==> src/rtl/board_pkg.sv <==
// Board-wide constants and shared encodings for the measurement blocks.
package board_pkg;

  localparam int unsigned CLK_FREQ_HZ = 100_000_000;
  localparam int          FM_CNT_W    = 27;

  typedef enum logic [0:0] {
    FM_IDLE = 1'b0,
    FM_GATE = 1'b1
  } fm_state_t;

endpackage

==> src/rtl/sync_edge_detect.sv <==
// Two-flop synchronizer plus rising-edge detector for slow asynchronous inputs.
// This block is also used for buttons and switches.
module sync_edge_detect (
  input  logic clk_in,
  input  logic rst,
  input  logic d,
  output logic rise
);

  logic s1, s2, s3;

  always_ff @(posedge clk_in or posedge rst) begin
    if (rst) begin
      s1 <= 1'b0;
      s2 <= 1'b0;
      s3 <= 1'b0;
    end else begin
      // NOTE: non-blocking so each stage takes its neighbour's old value; blocking would collapse the chain.
      s1 <= d;
      s2 <= s1;
      s3 <= s2;
    end
  end

  assign rise = s2 & ~s3;

endmodule

==> src/rtl/freq_meter.sv <==
// Counts sig_in rising edges over back-to-back GATE_CYCLES windows of clk_in.
// Define FREQ_METER_PERIOD_MEAS_EN to add period_out (clk_in cycles between the last two edges).
module freq_meter
  import board_pkg::*;
#(
  parameter int unsigned GATE_CYCLES = CLK_FREQ_HZ,
  parameter int          CNT_W       = FM_CNT_W
) (
  input  logic             clk_in,
  input  logic             rst,
  input  logic             en,
  input  logic             sig_in,
  output logic [CNT_W-1:0] freq_out,
  output logic             meas_valid,
  output logic             overflow
`ifdef FREQ_METER_PERIOD_MEAS_EN
  ,
  output logic [CNT_W-1:0] period_out
`endif
);

  // The gate counter is sized from the window length. This lets a narrow CNT_W still run a long window.
  localparam int                GATE_W    = $clog2(GATE_CYCLES);
  localparam logic [GATE_W-1:0] GATE_LAST = GATE_W'(GATE_CYCLES - 1);
  localparam logic [CNT_W-1:0]  CNT_MAX   = '1;

  fm_state_t        state;
  logic [GATE_W-1:0] gate_cnt;
  logic [CNT_W-1:0] edge_cnt, edge_cnt_nxt;
  logic             sat, sat_nxt;
  logic             edge_pulse;

  sync_edge_detect u_sync (
    .clk_in (clk_in),
    .rst    (rst),
    .d      (sig_in),
    .rise   (edge_pulse)
  );

  always_comb begin
    // NOTE: defaults first so every path assigns both outputs and no latch is inferred.
    edge_cnt_nxt = edge_cnt;
    sat_nxt      = sat;
    if (edge_pulse) begin
      if (edge_cnt == CNT_MAX) sat_nxt = 1'b1;
      else                     edge_cnt_nxt = edge_cnt + 1'b1;
    end
  end

  always_ff @(posedge clk_in or posedge rst) begin
    if (rst) begin
      state      <= FM_IDLE;
      gate_cnt   <= '0;
      edge_cnt   <= '0;
      sat        <= 1'b0;
      freq_out   <= '0;
      meas_valid <= 1'b0;
      overflow   <= 1'b0;
    end else begin
      meas_valid <= 1'b0;
      case (state)
        FM_IDLE: begin
          gate_cnt <= '0;
          edge_cnt <= '0;
          sat      <= 1'b0;
          if (en) state <= FM_GATE;
        end
        FM_GATE: begin
          if (!en) begin
            // The partial window is dropped and the published result is left untouched.
            state    <= FM_IDLE;
            gate_cnt <= '0;
            edge_cnt <= '0;
            sat      <= 1'b0;
          end else if (gate_cnt == GATE_LAST) begin
            // An edge arriving in the closing cycle still belongs to this window.
            freq_out   <= edge_cnt_nxt;
            overflow   <= sat_nxt;
            meas_valid <= 1'b1;
            gate_cnt   <= '0;
            edge_cnt   <= '0;
            sat        <= 1'b0;
          end else begin
            gate_cnt <= gate_cnt + 1'b1;
            edge_cnt <= edge_cnt_nxt;
            sat      <= sat_nxt;
          end
        end
        default: state <= FM_IDLE;
      endcase
    end
  end

`ifdef FREQ_METER_PERIOD_MEAS_EN
  logic [CNT_W-1:0] period_cnt;
  logic             have_prev;

  always_ff @(posedge clk_in or posedge rst) begin
    if (rst) begin
      period_cnt <= '0;
      have_prev  <= 1'b0;
      period_out <= '0;
    end else if (!en || state == FM_IDLE) begin
      period_cnt <= '0;
      have_prev  <= 1'b0;
    end else if (edge_pulse) begin
      // The first edge after enabling only starts the interval.
      if (have_prev) period_out <= period_cnt;
      period_cnt <= CNT_W'(1);
      have_prev  <= 1'b1;
    end else if (period_cnt != CNT_MAX) begin
      period_cnt <= period_cnt + 1'b1;
    end
  end
`endif

endmodule

==> config.mk <==
export PLATFORM = sky130hd
export DESIGN_NAME = freq_meter
export DESIGN_NICKNAME = d
export VERILOG_FILES = /design/src/rtl/board_pkg.sv /design/src/rtl/sync_edge_detect.sv /design/src/rtl/freq_meter.sv
export SDC_FILE = /design/constraint.sdc
export NUM_CORES = 1
export LEC_CHECK = 0
export CAP_MARGIN = 0
export CORE_AREA = 4 4 112 114
export DETAILED_ROUTE_END_ITERATION = 7
export DIE_AREA = 0 0 116 118
export SLEW_MARGIN = 25
export SYNTH_ARGS = -nofsm -noshare
export SYNTH_HDL_FRONTEND = slang
export SYNTH_HIERARCHICAL = 1
export SYNTH_SLANG_ARGS = --single-unit
==> constraint.sdc <==
create_clock -name clk_in -period 5 [get_ports clk_in]
set_input_delay 0.5 -clock clk_in [delete_from_list [all_inputs] [get_ports clk_in]]
set_output_delay 0.5 -clock clk_in [all_outputs]
set_load 0.005 [all_outputs]
# Word-level counts from Yosys, hierarchy flattened
# Index checks and enable logic that the tools add are counted.
# W data, S select, Z words.
totals:
  regBits: 88
  in_bits: 4
  out_inout_bits: 29
  wordCells: 35
classes:
  addsub: 2
  n_eq_ne: 2
  n_mux: 17
  bitwise_logic: 3
  n_reduce_logical: 1
ops:
  columns: ["cell", "n"]
  rows:
  - ["$mux W27", 6]
  - ["$pmux W27 S2", 2]
  - ["$add A27 B1 Y27 const B", 2]
  - ["$eq A27 B27 Y1 const B", 2]
  - ["$mux W1", 8]
  - ["$reduce_and A3 Y1", 1]
  - ["$not A1 Y1", 2]
  - ["$pmux W1 S2", 1]
  - ["$and A1 B1 Y1", 1]

# Depth between registers and ports, before layout
# Gate-level depths: netlist of the first run.
logic_depth:
  depth_word: 6
  mapped_depth: 9
  ltp_nobuf: 7

# By module
# The synthesis of the first run kept the hierarchy.
by_module_without_submodules:
  columns: ["module", "n_inst", "cells_each", "area_each_um2", "seq_area_each_um2"]
  rows:
  - ["freq_meter", 1, 408, 3895.0, 2127.0]
  - ["sync_edge_detect", 1, 5, 92.6, 75.1]

# Worst setup path after synthesis of the first run
# No wires, ideal clock.
synth_path:
  path_kind: "register to register"
  from: "register edge_cnt[0]"
  to: "register freq_out[2]"
  setup_time_ns: 0.130
  arrival_ns: 2.174
  t_required_ns: 4.870
  setup_slack_ns: 2.696
  stages_incl_launch_ff: 9
  path_buffers: 1
  synth_period_minus_slack_ns: 2.304
  path_cell_list: "dfrtp_1 -> ha_1 -> nand4_2 -> or4_4 -> or3_1 -> buf_2 -> and3_4 -> xnor2_2 -> o21ai_1"
synth_between:
  elab_chain_cells: 3
  word_cells_on_any_way: 4
  cone_classes: "add/sub (1); eq/ne (1); mux (2)"
synth_lines:
  columns: ["item", "line_no", "rtl"]
  rows:
  - ["start, declared", "freq_meter.sv:29", "logic [CNT_W-1:0] edge_cnt, edge_cnt_nxt;"]
  - ["start signal, assigned", "freq_meter.sv:85", "edge_cnt <= edge_cnt_nxt;"]
  - ["$add A27 B1 Y27 / $eq A27 B27 Y1 (equally long branches)", "freq_meter.sv:46, freq_meter.sv:45", null]
  - ["$mux W27 *", "freq_meter.sv:45", "if (edge_cnt == CNT_MAX) sat_nxt = 1'b1;"]
  - ["$mux W27 *", "freq_meter.sv:44", "if (edge_pulse) begin"]
  - ["end signal, assigned", "freq_meter.sv:77", "freq_out <= edge_cnt_nxt;"]
  - ["end, declared", "freq_meter.sv:13", "output logic [CNT_W-1:0] freq_out,"]
# Mark *: on every way between the ends. The rest lies on a longest branch, timed or not.
# A chain may end at the register's enable or synchronous reset.

# Worst setup path after layout of the first run
layout_path:
  from: "register edge_cnt[0]"
  to: "register freq_out[3]"
# Same word-level chain as after synthesis.

==> results of run 1 <==
## cell families (layout without fill, tap and decap cells)
kind of cell,Yosys count,after routing,share of synthesized area
xor+xnor,47,47,0.105
simple gates,213,213,0.256
buf+inv,24,55,0.0232
mux,2,2,0.00502
flops,88,88,0.552
compound gates,37,37,0.0524
fa+ha+maj,2,2,0.00627
## flip-flops by register name (all words and copies together), names as in the netlist
register    count
edge_cnt       27
freq_out       27
gate_cnt       27
meas_valid      1
overflow        1
sat             1
state           1
u_sync/s1       1
u_sync/s2       1
u_sync/s3       1
## layout by cell type (no fill, tap or decap), types with 4 or more instances in the layout
cell             instances
xnor2_1                 26
nand3_1                 33
and3_1                   8
dfrtp_1                 88
inv_1                    5
clkbuf_16                9
nor3_1                   9
xor2_1                  20
o21ai_0                 20
nand4_1                 10
and4_1                   6
nor4_1                   4
nor2_1                  77
nand2_1                 48
o21ai_1                  9
clkdlybuf4s50_1         32
or4_1                    4
## per-layer routing
| layer | vias to the layer above | routed length [um] |
|---|---|---|
| li1 | 1447 | - |
| met1 | 1435 | 3830 |
| met2 | 45 | 4000 |
| met3 | 10 | 339 |
| met4 | 0 | 113 |
| met5 | - | 0 |
## final cells by class
type | count | area [um2]
clock inverters | 5 | 81.3
inverters | 6 | 23.8
well taps | 143 | 179
multi-input cells | 301 | 1700
flip-flops and latches | 88 | 2200
clock buffers | 11 | 233
fillers | 1136 | 6680
repair buffers | 33 | 328
## final timing paths
| kind | to | slack, ns | cells after the start | startpoint |
|---|---|---|---|---|
| setup / recovery | freq_out[3]$_DFFE_PP0P_ | 2.37 | 7 | edge_cnt[0]$_DFF_PP0_ |
| hold / removal | u_sync/s2$_DFF_PP0_ | 0.35 | 0 | u_sync/s1$_DFF_PP0_ |
| setup reg to reg | freq_out[3]$_DFFE_PP0P_ | 2.37 | 7 | edge_cnt[0]$_DFF_PP0_ |
| hold reg to reg | u_sync/s2$_DFF_PP0_ | 0.35 | 0 | u_sync/s1$_DFF_PP0_ |
| max in group asynchronous | edge_cnt[8]$_DFF_PP0_ | 3.34 | 3 | rst |
| min in group asynchronous | u_sync/s3$_DFF_PP0_ | 0.39 | 2 | rst |
## where the power goes
part | switching [mW] | internal (mW) | total [mW] | leakage, nW
sequential | 0.00210 | 0.715 | 0.717 | 1.22
combinational | 0.0247 | 0.00570 | 0.0304 | 0.503
clock | 0.274 | 0.438 | 0.712 | 0.150
total | 0.301 | 1.16 | 1.46 | 1.87
==> impl_results.md, run 1 <==
* Hold_buf cts at 0
* Maxcap violations at 0
* Cell family with most CP delay: simple AND/OR/NAND/NOR gates
* Final Cell Area at 4740 um2
* Clk slew on worst S/H paths at approximately 0.060 ns
* Number of vias per cell at between 5 and 6
* Register area share after synthesis at 0.552
* Crit Path Class: flop to flop
* Via count at 2937
* Grt ovf at 0
* Number of buffers created by CTS at 9
* Util after Layout at 0.415
* Initial antenna violation count at 0
* Placed cell count at around 570
* Row count at 39
* CP required at 5.18 ns
* Post-DP Area at 4430 um2
* Post-synth top cells: 88 x dfrtp_1, 77 x nor2_1, 48 x nand2_1
* Post-synth EDFFs at 0
* Unrepaired setup endpoints after global routing: false
* Post-Route WL at just over 8000 um
* # diodes at 0
* Top_reg_cell synth: dfrtp_1
* Met3 usage at 0.0391
* Clock skew at approximately 0.0081 ns
* Cells along the critical path: ha_1 -> nand4_2 -> or4_4 -> o31ai_2 -> nor2_1 -> xnor2_1 -> o21ai_0
* Top cells by area, synth: dfrtp_1 55%, nor2_1 7.2%, xnor2_1 5.7%, nand2_1 4.5%, xor2_1 4.4%
* Minimum clock period at 2.63 ns
* Static leakage at 1.87 nW
* Post-DP HPWL at 5630 um
* Global-route wire length before repair at 14700 um
* Count leader, synth: dfrtp_1
* Top Usage Layer GRT: met2
* Worst-path maximum fanout at 7
* Syn. warnings at 6
* Vias in the first global route at 3046
* Die height at ~120 um
* Drt first pass iters at 4
* Dpl ws at 2.37 ns
* Peak VDD IR at 0.000263 V
* Synth unique cells at 39
* Arrival @ worst endpoint at 2.81 ns
* Synth Area per Inst at between 9 and 10 um2
* Clk Tree Root Cell: clkbuf_16
* Fin Setup TNS at 0 ns
* Worst setup EP type: flop
* # IOs at 33
* H-Tree Depth at 3
* CP Launch Type: flop
* Die area at 13700 um2
* Outcome: complete, no violations
* Worst slew pin tran at 0.954 ns
* FFs w/ async S/R, synth at 1.00
* Mapped Cells at about 410
* Slew HR at 0.364
* Post-synth top area share at 0.552
* Post-DR wirelength/cell at 14.1 um
* Met2 Usage GRT at 0.209
* Final Wtd Congestion at 0.773
* Post-layout total power at 1.46 mW
* Initial core utilization at 0.349
* Type of the worst min-delay path: flop to flop
* CTS sink cnt at 88
* Post-CTS resize count at 0
* Final worst path period share at 0.526
* Post-route ant nets at 0
* Clock buffer depth at 2
* Initial drt markers at 127
* Fin. Hold Viols at 0
* Layout cells sized above 1 at 0.0518
* Final nets at 445
* Residual DRC count at 0
* Power per Cell Area at between 300 and 400 nW/um2
* Clk Latency, worst-skew pair at 0.34 ns
* Die Wd at 116 um
* Max Slew Vio Count at 0
* Port Buffers at 32
* Met1 usage at 0.175
* Critical path's slowest cell: or4_4
* Tot GR Track Use at 0.133
* Setup violations, final at 0
* Post-CTS setup buffers at 0
* Post-synth design cell area at 3990 um2
* Minimum hold slack at around 0.35 ns
* Core footprint at 11400 um2
* Post-synth net total at between 400 and 500
* Worst setup margin at approximately 2.4 ns
* Number of buffer and inverter stages on the critical path at 0
* Worst stage delay on the critical path at 0.59 ns
* Area leader, netlist: dfrtp_1
* Area growth, synth to finish at 18.9%
* TritonCTS clock tree: built
* Yosys reg bits at 88
* Non-Filler Instances at 587
* Largest net degree at the start of global routing at between 50 and 60
* F_max at ~0.38 GHz
Note: power is estimated with default switching activity, not from simulation.
==> inputs of run 2 (changes only) <==
==> constraint.sdc (replaced) <==
create_clock -name clk_in -period 2.4 [get_ports clk_in]
set_input_delay 0.24 -clock clk_in [delete_from_list [all_inputs] [get_ports clk_in]]
set_output_delay 0.24 -clock clk_in [all_outputs]
set_load 0.005 [all_outputs]
==> run 2 against run 1 <==
  * Clock power increased by 84%
  * Clock skew down 0.0022 ns
  * Wire length rose by 5.3%
  * Setup slack worse by 2.2 ns
  * Sequential power is 110% higher
  * Flip-flop and latch count stayed put
  * Global-route usage rose by 0.36 points
  * Sequential share of layout area fell by 1.2 points
  * Final cell count is 2.4% higher
  * Register-to-register slack got worse by 2.2 ns
  * Critical path type unchanged
  * Critical endpoint is now freq_out[18]$_DFFE_PP0P_
  * Highest routed layer unchanged
==> impl_results.md, run 2 (same netlist as run 1, synthesis figures left out) <==
* Clk Tree Root Cell: clkbuf_16
* Largest net degree at the start of global routing at 42
* CTS sink cnt at just under 90
* CP required at between 2 and 3 ns
* Initial antenna violation count at 0
* Final nets at 459
* Initial core utilization at 0.349
* Global-route wire length before repair at around 15000 um
* Clock buffer depth at 2
* Sw frac at 0.221
* TritonCTS clock tree: built
* Slew HR at 0.553
* Post-CTS resize count at 0
* Comb power frac at 0.028
* Tot GR Track Use at 0.137
* Post-Route WL at 8730 um
* Placed cell count at 585
* Post-DR wirelength/cell at 14.5 um
* Unrepaired setup endpoints after global routing: false
* Crit Path Class: flop to flop
* Internal Power at 2.25 mW
* Worst slew pin tran at roughly 0.65 ns
* Core footprint at about 11000 um2
* # IOs at 33
* Flop pwr share at 0.518
* Setup violations, final at 0
* Clk slew on worst S/H paths at approximately 0.06 ns
* Outcome: complete, no violations
* Post-DP HPWL at around 6000 um
* Static leakage at 1.94 nW
* Maxcap violations at 0
* Clock skew at roughly 0.0059 ns
* Port Buffers at 32
* Residual DRC count at 0
* Type of the worst min-delay path: primary input to async pin
* Power per Cell Area at 592 nW/um2
* Critical path's slowest cell: or4_1
* Initial drt markers at 182
* Arrival @ worst endpoint at 2.46 ns
* Worst-path maximum fanout at 6
* Area growth, synth to finish at 22.2%
* Vias in the first global route at 3113
* Final Wtd Congestion at approximately 0.82
* Top flop regs: edge_cnt: 27 flops, freq_out: 27 flops, gate_cnt: 27 flops
* CP Launch Type: flop
* Number of buffers created by CTS at 9
* Worst stage delay on the critical path at ~0.63 ns
* Max Slew Vio Count at 0
* Die height at 118 um
* Layout cells sized above 1 at 0.0895
* Grt ovf at 0
* Worst setup EP type: flop
* Via count at 2998
* Number of vias per cell at 4.99
* Drt first pass iters at 4
* Non-Filler Instances at 601
* Commonest non-fill, non-tap cells in the layout: 88 x dfrtp_1, 77 x nor2_1, 48 x nand2_1
* # diodes at 0
* H-Tree Depth at 3
* Post-CTS setup buffers at 0
* Clk Latency, worst-skew pair at 0.34 ns
* Post-route ant nets at 0
* Final worst path period share at 0.938
* Peak VDD IR at a little over 0.0005 V
* Fin Setup TNS at 0 ns
* Row count at 39
* Die area at approximately 14000 um2
* P_sw at ~0.64 mW
* Cells along the critical path: ha_1 -> nand4_2 -> buf_4 -> or4_1 -> nor4_1 -> xnor2_1 -> o21ai_0
* Fin. Hold Viols at 0
* F_max at approximately 0.44 GHz
* Minimum clock period at 2.25 ns
* Hold_buf cts at 0
* Clock network fraction of total power at 0.455
* Commonest non-fill, non-tap cell in the layout: dfrtp_1
* Die Wd at 116 um
## run 2: through the flow
stage	total power [mW]	utilization	area (um2)	hold slack [ns]	worst slack, ns
detailed placement	1.60	0.400	4570	0.352	0.0654
CTS	2.93	0.425	4850	0.145	0.0581
floorplan	1.56	-	3990	-0.00636	0.0961
finish	2.88	0.427	4870	0.150	0.149
global placement	1.60	0.400	4570	0.342	0.131
global route	3.01	0.427	4870	0.160	0.00452
## run 2: layer usage
metal	global-route usage	vias to the layer above	wire [um]
li1	-	1469	-
met1	0.174	1465	3830
met2	0.222	54	4330
met3	0.0468	10	441
met4	0.0348	0	121
met5	0	-	0
## run 2: area by class of cell
| type | count | area, um2 |
|---|---|---|
| repair buffers | 47 | 470 |
| clock buffers | 10 | 239 |
| fillers | 1159 | 6550 |
| flip-flops and latches | 88 | 2200 |
| well taps | 143 | 179 |
| inverters | 6 | 26.3 |
| clock inverters | 6 | 43.8 |
| multi-input cells | 301 | 1710 |
## run 2: critical path: cells and delay by family (launching register included)
family	cells	cell delay (ns)
fa+ha+maj	1	0.21
flops	1	0.35
buf+inv	1	0.18
compound gates	1	0.10
simple gates	3	1.09
xor+xnor	1	0.19
## run 2: path summary, 6_finish.rpt
check,from,to,slack [ns],depth (start not counted)
worst min register to register,u_sync/s1$_DFF_PP0_,u_sync/s2$_DFF_PP0_,0.37,0
worst max register to register,edge_cnt[0]$_DFF_PP0_,freq_out[18]$_DFFE_PP0P_,0.15,7
worst max-delay path,edge_cnt[0]$_DFF_PP0_,freq_out[18]$_DFFE_PP0P_,0.15,7
min in group clk_in,sig_in,u_sync/s1$_DFF_PP0_,0.34,1
worst min-delay path,rst,u_sync/s1$_DFF_PP0_,0.15,2
max in group asynchronous,rst,gate_cnt[17]$_DFF_PP0_,1.57,3
## run 2: power groups by stage
stage	Clock, mW	Combinational [mW]	Sequential [mW]
floorplan	0	0.0443	1.52
global placement	0	0.0805	1.52
detailed placement	0	0.0833	1.52
CTS	1.36	0.0831	1.49
global route	1.42	0.0916	1.49
finish	1.31	0.0798	1.49
==> patch 1: new RTL, settings of run 1 <==
The option `FREQ_METER_PERIOD_MEAS_EN` is turned on by a define.
--- a/src/rtl/freq_meter.sv
+++ b/src/rtl/freq_meter.sv
@@ -1,5 +1,7 @@
 // Counts sig_in rising edges over back-to-back GATE_CYCLES windows of clk_in.
 // Define FREQ_METER_PERIOD_MEAS_EN to add period_out (clk_in cycles between the last two edges).
+`define FREQ_METER_PERIOD_MEAS_EN
+
 module freq_meter
   import board_pkg::*;
 #(
Behaviour (old outputs only; new: period_out): unchanged (equiv_simple and equiv_induct, registers matched by name and starting in step).
==> patch 1 against run 1 <==
Worst setup slack worse by 0.022 ns. Sequential cell count up 55. Synthesized area up 65%. Routed wire length up 67%. Final area up 67%. Power up 69%. First-iteration DRC count up 130%. Largest cell class unchanged. Sequential share of layout area down 1.3 points.
==> patch 1: results (changes against run 1) <==
** Detailed routing
- The via count normalized by instance count came to 5.78 (+16%).
- Met2 wire len :: 7130 um (+78%)
- The routed metal-1 wire length was 6100 um (+59%).
- Iteration-0 DRC Markers :: 287 (+130%)
- The detailed-route wire length per cell came to 16.3 um (+16%).
- The detailed-route wire length came to 13900 um (+67%).
- The routed wire length on met3 is 427 um (+26%).

** Cells and area
- Non-clock inverters :: 12 (+6)
- The clock buffer count came to 21 (+10).
- Non-Clock Buffer Area Fraction :: 8.28% (+1.4 points)
- Growth of design area from synthesis to finish :: 20.3%
- Layout clock area frac :: 7.45% (+0.83 points)
- Footprint of the flip-flops and latches :: 3580 um^2 (+63%)
- The number of nets in the final layout is 701 (+58%).
- The number of buffers outside the clock class in the layout is 65 (+97%).
- Share of final-layout standard cells stronger than drive strength 1 :: 11.5% (+6.3 points)
- Multi-In Gates :: 455 (+51%)

** STA
- Worst Hold Slack :: 0.352 ns (+0.00217 ns)
- Worst-case clock skew :: 0.0103 ns (+0.00224 ns)
- The relative slew slack was 43.2% (+6.7 points).
- Final worst path period need :: 2.65 ns (+0.0220 ns)

** Worst setup path
- Worst reg2reg endpoint :: freq_out[23]
- For this design, the slowest cell found on the critical path is sky130_fd_sc_hd__or3_2.
- The internal reg-to-reg setup slack was 2.35 ns (-0.02 ns).

** Synthesis
- FF+latch count, synth :: 143 (+63%)
- Top cells by count, synth :: sky130_fd_sc_hd__dfrtp_1, sky130_fd_sc_hd__nor2_1, sky130_fd_sc_hd__nand2_1
- The netlist area before placement was 6590 um^2 (+65%).
- The register area share after synthesis is 54.3% (-0.90 points).
- The mean instance size in the synthesized netlist came to 10.3 um^2 (+6.9%).

** Power and ir drop
- Leakage dissipation :: 3.16 nW (+69%)
- The worst vdd rail ir drop is 307 uV (+17%).

** Place
- The setup slack after placement is 1.99 ns (-0.383 ns).
- The number of port buffers is 59 (+84%).
- The total instance count after detailed placement is 817 (+43%).
- The instance area after placement was 7290 um^2 (+65%).

** Outcome
- The flow ran to the end, and the final reports show no timing, DRC or antenna violations.

** Clocking
- The number of H-tree levels came to 4 (+1).
- Inserted Clock Buffers :: 17 (+8)
- Clock latency of the later-clocked register in the worst-skew pair :: 0.42 ns (+0.08 ns)

** GRT
- The routing usage on met2 was 35.9% (+15 points).
- Total global-route track usage :: 21.7% (+8.4 points)
- Global routing usage on met1 :: 27.3% (+9.8 points)
patch 1: cell types whose count changed after synthesis, sizes merged, moves of 6 or more:
cell | before | now
nand3 | 33 | 27
nand2 | 48 | 62
inv | 6 | 12
dfrtp | 88 | 143
or3 | 2 | 14
a21oi | 2 | 31
xor2 | 20 | 11
clkbuf | 11 | 19
xnor2 | 27 | 43
o21ai | 29 | 41
nor4 | 4 | 16
a211oi | 0 | 7
nand4 | 11 | 29
mux2 | 0 | 23
patch 1: logic make-up (layout without fill, tap and decap cells):
kind of cell	Yosys count	after routing	share of synthesized area, %
and+or+nand+nor	273	273	21.7
DFF	143	143	54.3
AOI/OAI and AO/OA	97	97	9.00
xor gates and xnor gates	54	54	7.18
buffers and inverters	40	109	2.51
muxes	28	28	4.69
adders and majority gates	3	3	0.570
patch 1: power by group:
part           internal [mW]  switching [mW]  leakage [nW]  total [mW]
combinational         0.0119          0.0409         0.897      0.0529
sequential              1.16         0.00325          1.99        1.17
clock                  0.793           0.461         0.279        1.25
==> patch 2: new RTL, flow settings as in run 1 <==
Without the edit above. Add an input register stage for `sig_in`, with the module's reset; this delays it by one clock. The other inputs are not delayed to match. Comments in the files are not updated.
--- a/src/rtl/freq_meter.sv
+++ b/src/rtl/freq_meter.sv
@@ -24,6 +24,16 @@
   localparam logic [GATE_W-1:0] GATE_LAST = GATE_W'(GATE_CYCLES - 1);
   localparam logic [CNT_W-1:0]  CNT_MAX   = '1;
 
+  logic sig_q;
+
+  always_ff @(posedge clk_in or posedge rst) begin
+    if (rst) begin
+      sig_q <= '0;
+    end else begin
+      sig_q <= sig_in;
+    end
+  end
+
   fm_state_t        state;
   logic [GATE_W-1:0] gate_cnt;
   logic [CNT_W-1:0] edge_cnt, edge_cnt_nxt;
@@ -33,7 +43,7 @@
   sync_edge_detect u_sync (
     .clk_in (clk_in),
     .rst    (rst),
-    .d      (sig_in),
+    .d      (sig_q),
     .rise   (edge_pulse)
   );
 
Formal check against the unedited RTL: same outputs for any inputs over 10 cycles, from zero or initial values and one cycle with rst high; that may be too few to reach the edited logic, so the function may still have changed.
==> patch 2 against run 1 <==
Routed wire length is 0.24% lower. Synthesized area rose by 0.63%. Worst setup slack got worse by 0.024 ns. Critical path type unchanged. Count of clock-buffer cells in the layout down 1. Critical endpoint is now freq_out[21]. Largest power group unchanged. Sequential cell count rose by 1. Final area rose by 0.18%. Power is 2.4% lower. Maximum frequency shrank 0.91%.
==> patch 2: results (changes against run 1) <==
** Outcome
- The flow ran to the end, and the final reports show no timing, DRC or antenna violations.

** STA
- The relative slew slack is 45.0% (+8.6 points).
- Worst-case clock skew :: 0.00858 ns (+0.000475 ns)

** GRT
- The via count of the first global-routing pass is 2926 (-3.9%).
- The total track usage was 13.0% (-0.29 points).
- Maximum number of pins on one net before global-route repair :: 56 (unchanged)
- The wire length of the first global-routing pass was 14400 um (-1.6%).

** Detailed routing
- The via count normalized by instance count came to 4.98 (-0.44%).
- The starting DRC count in detailed routing was 205 (+61%).
- Met3 WL :: 292 um (-14%)
- Routed length on met1 :: 3940 um (+2.9%)
- The routed wire length on met2 came to 3920 um (-2.1%).
- Routed wire length per instance :: 14.1 um (-0.41%)
- The detailed-route wire length was 8260 um (-0.24%).

** Synthesis
- The register area share after synthesis is 55.5% (+0.28 points).
- Top cells by count, synth :: sky130_fd_sc_hd__dfrtp_1, sky130_fd_sc_hd__nor2_1, sky130_fd_sc_hd__nand2_1
- The post-synth net total was 420 (+0.24%).
- After synthesis, the cell types taking the most area are sky130_fd_sc_hd__dfrtp_1, sky130_fd_sc_hd__nor2_1, sky130_fd_sc_hd__xnor2_1, sky130_fd_sc_hd__nand2_1, sky130_fd_sc_hd__xor2_1.
- The mean instance size in the synthesized netlist was 9.69 um^2 (+0.38%).

** Cells and area
- Clock buffer count in the final layout :: 10 (-1)
- Area of the multi-input gates :: 1700 um^2 (about the same)
- Filler Cell Count :: 1134 (-0.18%)
- Share of the final layout cell area in sequential cells :: 46.9% (+0.44 points)
- The clock network contribution to total cell area came to 6.24% (-0.38 points).
- The number of nets in the final layout was 446 (+0.22%).
- Total number of sequential cells :: 89 (+1.1%)
- Share of final-layout standard cells stronger than drive strength 1 :: 5.62% (+0.44 points)
- Multi-input logic portion of the cell area :: 35.7% (-0.040 points)
- The fraction of cell area in non-clock buffers came to 6.90% (-0.013 points).

** Power and ir drop
- Sequential Power Share :: 50.9% (+1.8 points)
- Sw frac :: 21.5% (+0.92 points)
- Peak supply drop :: 265 uV (+0.70%)
- Leakage dissipation :: 1.87 nW (about the same)
- The switching power summed over all nets was 0.307 mW (+2.0%).
- The power in the clock group is 0.670 mW (-5.9%).

** Place
- Worst slack after detailed placement :: 2.36 ns (-0.0133 ns)
- Weighted congestion reported at the end of routability-driven placement :: 0.814 (+5.4%)
- Detailed Place HPWL :: 5610 um (-0.45%)
- The instance area after placement was 4450 um^2 (+0.57%).
- The total instance count after detailed placement is 572 (+0.18%).
patch 2: cells by family (layout without fill, tap and decap cells):
kind of cell,after synthesis,count (layout),share of synthesized area [%]
AOI/OAI and AO/OA,37,37,5.21
xor gates and xnor gates,47,47,10.4
adders and majority gates,2,2,0.624
buffers and inverters,24,55,2.31
DFF,89,89,55.5
muxes,2,2,0.499
and+or+nand+nor,213,213,25.4
patch 2: worst paths after layout:
kind	startpoint	endpoint	slack, ns	cells past startpoint
min in group asynchronous	rst	u_sync/s1	0.38	2
setup reg to reg	edge_cnt[0]	freq_out[21]	2.34	7
setup / recovery	edge_cnt[0]	freq_out[21]	2.34	7
max in group asynchronous	rst	gate_cnt[24]	3.37	3
hold / removal	sig_q	u_sync/s1	0.35	0
hold reg to reg	sig_q	u_sync/s1	0.35	0
patch 2: per-layer routing:
layer  vias to the layer above  global-route usage, %
met4                         0                   3.77
met3                        10                   3.75
li1                       1457                      -
met5                         -                      0
met2                        40                   20.4
met1                      1422                   17.5
